**src/rtl/cpu_defs.sv**
```systemverilog
// Shared register-file definitions for decode and writeback.
// No logic. Holds only constants and types, so there is no latency and no backpressure.
package cpu_defs;
    localparam int REG_ADDR_W = 3;
    localparam int NUM_REGS   = 8;
    localparam int DATA_W     = 16;

    typedef logic [REG_ADDR_W-1:0] reg_addr_t;
endpackage

```
**src/rtl/Mux_8to1.sv**
```systemverilog
// Single-bit 8:1 select that picks one bit out of eight.
// Latency is zero (combinational). There is no backpressure.
module Mux_8to1
    import cpu_defs::*;
(
    input  logic [7:0] d,
    input  reg_addr_t  sel,
    output logic       y
);
    assign y = d[sel];
endmodule

```
**src/rtl/cpu_reg_read_port.sv**
```systemverilog
// One register-file read port: a bit-sliced 8:1 select plus a write-through bypass.
// Latency is zero (combinational). There is no backpressure.
module cpu_reg_read_port
    import cpu_defs::*;
#(
    parameter int WIDTH = DATA_W
) (
    input  logic [NUM_REGS-1:0][WIDTH-1:0] regs,
    input  reg_addr_t                      rd_addr,
    input  logic                           wr_en,
    input  reg_addr_t                      wr_addr,
    input  logic [WIDTH-1:0]               wr_data,
    output logic [WIDTH-1:0]               rd_data
);
    logic [WIDTH-1:0] mux_out;

    for (genvar k = 0; k < WIDTH; k++) begin : g_bit
        logic [7:0] slice;

        always_comb begin
            slice = '0;
            for (int j = 0; j < NUM_REGS; j++) begin
                slice[j] = regs[j][k];
            end
        end

        Mux_8to1 u_mux (
            .d   (slice),
            .sel (rd_addr),
            .y   (mux_out[k])
        );
    end

    // A retiring write is visible in the same cycle it is presented.
    assign rd_data = (wr_en && (wr_addr == rd_addr)) ? wr_data : mux_out;
endmodule

```
**src/rtl/cpu_reg_file.sv**
```systemverilog
// 8-entry register file with two bypassed combinational reads, one write port and a busy scoreboard.
// Reads have 0-cycle latency. Writes and scoreboard updates land on the next rising clk edge. There is no backpressure.
module cpu_reg_file
    import cpu_defs::*;
#(
    parameter int               WIDTH     = DATA_W,
    parameter logic [WIDTH-1:0] RESET_VAL = '0
) (
    input  logic              clk,
    input  logic              rst,
    input  logic              wr_en,
    input  reg_addr_t         wr_addr,
    input  logic [WIDTH-1:0]  wr_data,
    input  reg_addr_t         rd_addr_a,
    input  reg_addr_t         rd_addr_b,
    output logic [WIDTH-1:0]  rd_data_a,
    output logic [WIDTH-1:0]  rd_data_b,
    input  logic              iss_en,
    input  reg_addr_t         iss_addr,
    output logic              busy_a,
    output logic              busy_b,
    output logic [7:0]        busy_vec
);
    logic [NUM_REGS-1:0][WIDTH-1:0] regs;
    logic [NUM_REGS-1:0]            busy_nxt;
    logic                           wr_act;

    // The bypass is masked during reset so that reads return RESET_VAL while rst is high.
    assign wr_act = wr_en & ~rst;

    always_ff @(posedge clk or posedge rst) begin
        if (rst) begin
            for (int i = 0; i < NUM_REGS; i++) begin
                regs[i] <= RESET_VAL;
            end
        end else if (wr_en) begin
            regs[wr_addr] <= wr_data;
        end
    end

    // A set is applied after the clear, so a new issue wins over a retiring write to the same register.
    always_comb begin
        busy_nxt = busy_vec;
        if (wr_en) begin
            busy_nxt[wr_addr] = 1'b0;
        end
        if (iss_en) begin
            busy_nxt[iss_addr] = 1'b1;
        end
    end

    always_ff @(posedge clk or posedge rst) begin
        if (rst) begin
            busy_vec <= '0;
        end else begin
            busy_vec <= busy_nxt;
        end
    end

    assign busy_a = busy_vec[rd_addr_a] & ~(wr_act & (wr_addr == rd_addr_a));
    assign busy_b = busy_vec[rd_addr_b] & ~(wr_act & (wr_addr == rd_addr_b));

    cpu_reg_read_port #(.WIDTH(WIDTH)) u_port_a (
        .regs    (regs),
        .rd_addr (rd_addr_a),
        .wr_en   (wr_act),
        .wr_addr (wr_addr),
        .wr_data (wr_data),
        .rd_data (rd_data_a)
    );

    cpu_reg_read_port #(.WIDTH(WIDTH)) u_port_b (
        .regs    (regs),
        .rd_addr (rd_addr_b),
        .wr_en   (wr_act),
        .wr_addr (wr_addr),
        .wr_data (wr_data),
        .rd_data (rd_data_b)
    );
endmodule

```
**config.mk**
```make
export PLATFORM = sky130hd
export DESIGN_NAME = cpu_reg_file
export DESIGN_NICKNAME = d
export VERILOG_FILES = /design/src/rtl/cpu_defs.sv /design/src/rtl/Mux_8to1.sv /design/src/rtl/cpu_reg_read_port.sv /design/src/rtl/cpu_reg_file.sv
export SDC_FILE = /design/constraint.sdc
export NUM_CORES = 1
export LEC_CHECK = 0
export CORE_ASPECT_RATIO = 0.9
export CORE_MARGIN = 1
export CORE_UTILIZATION = 55
export DETAILED_ROUTE_END_ITERATION = 12
export PLACE_DENSITY = 0.86
export SYNTH_ARGS = -nofsm -noshare
export SYNTH_HDL_FRONTEND = slang
export SYNTH_SLANG_ARGS = --single-unit
```
**constraint.sdc**
```tcl
create_clock -name clk -period 4.9 [get_ports clk]
set_input_delay 0.49 -clock clk [delete_from_list [all_inputs] [get_ports clk]]
set_output_delay 0.49 -clock clk [all_outputs]
set_load 0.05 [all_outputs]
```
==> results.md, run 1 <==
- Outcome: completed
- Final setup viols: 0
- Crit Path Max Fanout: 16
- CP startpoint kind: input pin
- Total Wirelength: between 15 and 20 mm
- Crit Path Class: input pin to primary output
- I/O Pins: 74
- Share of cells above drive strength 1: 0.5000
- Least-Margin Pin Slew: 821.7 ps
- Reg2reg path depth: 1
- Nets: about 580
- Post-synthesis cell type count: 22
- Drt via density: between 6 and 7
- Gpl congestion: 0.7752
- Hold crit path type: input pin to asynchronous set/reset pin
- Multi-input logic area: 4272 um2
- Instance count of the mapped netlist: ~500
- Post-CTS Resized: 0
- Total of max-cap violations: 0
- Skew-Pair Late Insertion Delay: 420 ps
- WL met3: 811 um
- Number of cells on the critical path: 5
- CTS tree: yes
- Power Density: approximately 460 nW/um2
- Util after Layout: 0.6644
- Xor-xnor portion of the synthesized cell area: 0.006576
- DIE WIDTH: about 130 um
- Initial Utilization: 0.5665
- Max layer used: met4
- CTS Buf Count: 17
- Yosys warns: 0
- Fin crit share: 0.7265
- Cts hold-fix bufs: 0
- Yosys reg bits: roughly 140
- CP bufs+invs: 2
- Syn-to-layout area delta: 17.29%
- Vias in the first global route: about 5000
- Mean Syn Cell Area: 16.28 um2
- Fillers: 930
- Clock tree buffer depth: 2
- Syn nets: 523
- Worst Skew: 0 ps
- Critical Path AT: ~3100 ps
- Crit end category: primary output
- Normalized max-slew margin: 0.4522
- Reg clk slew, reported paths: roughly 50 ps
- Largest family of logic cells by synthesized area: multiplexers
- # port buffers: 73
- Core Region: roughly 14000 um2
- Vias: about 4800
- Crit path largest cell delay: between 900 and 1000 ps
- First-pass GRT wire length: between 20 and 30 mm
- Synthesized area: 7991 um2
- Synth Area in Adders: 0
- Gr ovfl total: 0
- Worst path slowest cell: clkdlybuf4s50_1
- Detail Route Antenna Nets: 0
- CP dominant cell by count: clkdlybuf4s50_1
- First-pass DRT Iterations: 4
- Postcts setup bufs: 0
- Crit path required time: 4410 ps
- Htree depth: 4
- Cell family contributing the most delay on the critical path: buffers and inverters
- Root Buffer: clkbuf_16
- Peak Freq: 0.2809 GHz
- Register area share after synthesis: 0.4259
- ANT cells: 0
- VDD IR max: 382.8 uV
- Pin count of the biggest net entering global routing: 57
- Setup TNS Final: 0 ps
- Routed met1 length: roughly 8 mm
- Rows: between 40 and 50
- WL/cell: ~24 um
- GRT Util Overall: 0.2657
- CP cell instances: clkdlybuf4s50_1 -> mux4_1 -> mux2_2 -> and2_1 -> clkdlybuf4s50_1
- Simple-gate share of the synthesized area: 0.02004
- Final hold vios: 0
- Post-route minimum period: 3560 ps
- Leakage power: between 4 and 5 nW
- Die Height: about 120 um
- RSZ-0062 raised after global routing: false
- Clock Sinks: approximately 140
- Post-DP HPWL: ~11 mm
- Sequential Area: around 3400 um2
- Post-synthesis mux area share: 0.5016
- Max Slew Vio Count: 0
- Initial antenna violation count: 0
- Compound-Gate Fraction of Synth Area: 0.006263
- Initial DRC Count: 291
- Drc violations: 0
- Die ar.: about 15000 um2
- WL met2: slightly above 9 mm
## layout make-up
cell class                 instances  area share
clock buffer                      26     0.05647
clock inverter                     6     0.01415
inverter                           5    0.002269
multi-input combinational        300      0.4557
sequential                       136      0.3631
tap                              193     0.02576
timing repair buffer              91     0.08250
## synth_stat cells, drive strengths merged
cell type | count | area share
nand2b | 4 | 0.0031
nand4 | 3 | 0.0023
nand2 | 7 | 0.0033
nand4b | 3 | 0.0033
o21ai | 4 | 0.0025
clkbuf | 9 | 0.0042
dfrtp | 136 | 0.43
and2 | 2 | 0.0016
nor2b | 1 | 0.00078
mux2 | 194 | 0.28
xnor2 | 6 | 0.0066
nor3b | 2 | 0.0031
o22ai | 2 | 0.0016
o32ai | 2 | 0.0022
buf | 41 | 0.033
mux4 | 68 | 0.22
inv | 5 | 0.0023
nor3 | 2 | 0.0025
## kinds of logic after synthesis
family / count (synthesis)
buf+inv: 55
compound gates: 8
xor+xnor: 6
flops: 136
simple gates: 24
mux: 262
## through the flow
stage	setup WS [ps]	total power [mW]	instances	hold WS [ps]	instance area, um2
after floorplan	770.5	2.555	491	484.8	7991
after global placement	1388	2.838	725	493.5	8711
after detailed placement	1353	2.906	725	503.6	8711
after CTS	1349	4.323	757	496.2	9373
after global routing	1292	4.475	757	530.9	9373
final	1340	4.297	757	482.5	9373
## flip-flops by register name, indices dropped and copies added (netlist names)
| register | count |
|---|---|
| busy_vec | 8 |
| regs | 128 |
## cells in the final DEF (no fill, tap or decap), drive strengths merged
cell type,count
mux2,194
clkinvlp,1
clkdlybuf4s50,38
o32ai,2
inv,5
clkinv,1
o22ai,2
clkbuf,26
nand4,3
nand2b,4
xnor2,6
o21ai,4
and2,2
buf,53
dfrtp,136
nor2b,1
nor3b,2
bufinv,4
nand2,7
nand4b,3
mux4,68
nor3,2
## path summary, 6_finish.rpt
path | startpoint | slack [ps] | end
worst min-delay path | rst | 480 | regs[73]$_DFFE_PP0P_
worst min register to register | regs[27]$_DFFE_PP0P_ | 510 | regs[27]$_DFFE_PP0P_
max in group asynchronous | rst | 3320 | regs[103]$_DFFE_PP0P_
worst max register to register | regs[98]$_DFFE_PP0P_ | 4070 | regs[98]$_DFFE_PP0P_
worst max-delay path | rd_addr_a[1] | 1340 | busy_a
min in group clk | regs[27]$_DFFE_PP0P_ | 510 | regs[27]$_DFFE_PP0P_
## where the power goes
part	switching [mW]	internal, mW	total [mW]
Combinational	0.664	0.685	1.35
Sequential	0.171	1.37	1.54
Clock	0.459	0.946	1.41
## layer usage
layer | track usage | vias up
li1 | - | 2079
met1 | 0.3495 | 2544
met2 | 0.4458 | 111
met3 | 0.05222 | 19
met4 | 0.09412 | 0
met5 | 0 | -
Power figures use the tool's default switching activity.
==> run 2, diff against run 1 <==
--- a/config.mk
+++ b/config.mk
@@ -7,7 +7,7 @@
 export LEC_CHECK = 0
 export CORE_ASPECT_RATIO = 0.9
 export CORE_MARGIN = 1
-export CORE_UTILIZATION = 55
+export CORE_UTILIZATION = 53
 export DETAILED_ROUTE_END_ITERATION = 12
 export PLACE_DENSITY = 0.86
 export SYNTH_ARGS = -nofsm -noshare
==> constraint.sdc (replaced) <==
create_clock -name clk -period 3.01 [get_ports clk]
set_input_delay 0.301 -clock clk [delete_from_list [all_inputs] [get_ports clk]]
set_output_delay 0.301 -clock clk [all_outputs]
set_load 0.05 [all_outputs]
==> results.md, run 2 (synthesis results as in run 1) <==
- Critical Path AT: between 2000 and 2500 ps
- I/O Pins: 74
- Setup ws final: ~450 ps
- Crit end category: primary output
- GRT Util Overall: 0.2514
- Total of max-cap violations: 0
- First-pass GRT wire length: a little under 30 mm
- Core Region: approximately 15000 um2
- Die Height: 118.5 um
- Drt via density: about 6.4
- Crit path largest cell delay: roughly 740 ps
- Share of cells above drive strength 1: 0.5062
- Pin count of the biggest net entering global routing: about 140
- Post-route minimum period: roughly 2600 ps
- Max Slew Vio Count: 0
- Postcts setup bufs: 0
- CTS Buf Count: 17
- CP startpoint kind: input pin
- Skew-Pair Late Insertion Delay: around 420 ps
- Gr ovfl total: 0
- Fin crit share: 0.8514
- Initial DRC Count: between 300 and 400
- Vias in the first global route: approximately 5000
- Total Power: around 6.6 mW
- CTS tree: yes
- Least-Margin Pin Slew: 735.9 ps
- Initial antenna violation count: 0
- Max FFs per register: 128
- VDD IR max: approximately 480 uV
- Rows: 42
- Htree depth: 4
- Most frequent cells in the layout: mux2_2, dfrtp_1, mux4_1, buf_4, clkdlybuf4s50_1
- Post-CTS Resized: 0
- Post-DP HPWL: around 11 mm
- Drc violations: 0
- CP cell instances: clkdlybuf4s50_1 -> xnor2_1 -> nand4_1 -> buf_4 -> mux2_2 -> buf_4
- Crit Path Max Fanout: 14
- Setup TNS Final: 0 ps
- Worst path slowest cell: clkdlybuf4s50_1
- Final setup viols: 0
- Leakage power: 4.055 nW
- Most flops, register: regs
- Total Wirelength: between 15 and 20 mm
- Clock tree buffer depth: 2
- Largest registers: regs x128, busy_vec x8
- Gpl congestion: approximately 0.8
- Worst Skew: 0 ps
- Vias: 4890
- WL/cell: ~24 um
- Syn-to-layout area delta: 17.03%
- Power Density: between 700 and 800 nW/um2
- RSZ-0062 raised after global routing: false
- Cts hold-fix bufs: 0
- Hold crit path type: input pin to asynchronous set/reset pin
- Clock Sinks: 136
- Normalized max-slew margin: 0.5094
- Util after Layout: 0.6356
- Most common cell after layout, fill and taps aside: mux2_2
- Initial Utilization: 0.5431
- Nets: between 500 and 600
- DIE WIDTH: 131.4 um
- First-pass DRT Iterations: 5
- Root Buffer: clkbuf_16
- Reg clk slew, reported paths: approximately 60 ps
- Crit Path Class: input pin to primary output
- ANT cells: 0
- Outcome: completed
- # port buffers: 73
- Detail Route Antenna Nets: 0
- Crit path required time: around 2700 ps
- Die ar.: approximately 16000 um2
- CP dominant cell by count: buf_4
- Peak Freq: 0.3902 GHz
- Post-place setup slack: roughly 490 ps
- Final hold vios: 0
## run 2: critical path, delay by kind of cell
kind          cells  cell delay [ps]
xor+xnor          1              150
mux               1              380
buf+inv           3             1270
simple gates      1              140
## run 2: final cells by class
type / count / area [um2]
flip-flops and latches: 136 / 3403
well taps: 198 / 247.7
clock buffers: 18 / 429.2
repair buffers: 94 / 868.3
inverters: 5 / 22.52
multi-input cells: 300 / 4272
clock inverters: 14 / 110.1
fillers: 1050 / 5361
## run 2: metal layers
layer	vias up	share of wire	track usage
met3	30	0.048	0.04462
met1	2613	0.44	0.3421
li1	2085	-	-
met2	162	0.50	0.4157
met4	0	0.016	0.07340
met5	-	0	0
## run 2: worst paths after layout
path,from,to,slack [ps],cells after the start
min in group clk,regs[27]$_DFFE_PP0P_,regs[27]$_DFFE_PP0P_,520,1
max in group asynchronous,rst,regs[33]$_DFFE_PP0P_,1960,3
max reg2reg,regs[91]$_DFFE_PP0P_,regs[91]$_DFFE_PP0P_,2170,1
min reg2reg,regs[27]$_DFFE_PP0P_,regs[27]$_DFFE_PP0P_,520,1
max,wr_addr[1],rd_data_b[1],450,6
min,rst,regs[109]$_DFFE_PP0P_,480,3
## run 2: report_power, final
part	internal, mW	switching [mW]	leakage, nW
clock	1.12	0.790	0.265
sequential	2.23	0.282	1.63
combinational	1.13	1.09	2.16
total	4.48	2.16	4.05
## run 2: metrics by stage
step	instances	cell area, um2	hold slack, ps
2_1_floorplan	491	7995	411.0
3_5_place_dp	733	8813	506.5
6_report	765	9353	477.8
5_1_grt	765	9353	531.9
3_3_place_gp	733	8813	493.7
4_1_cts	765	9353	518.2
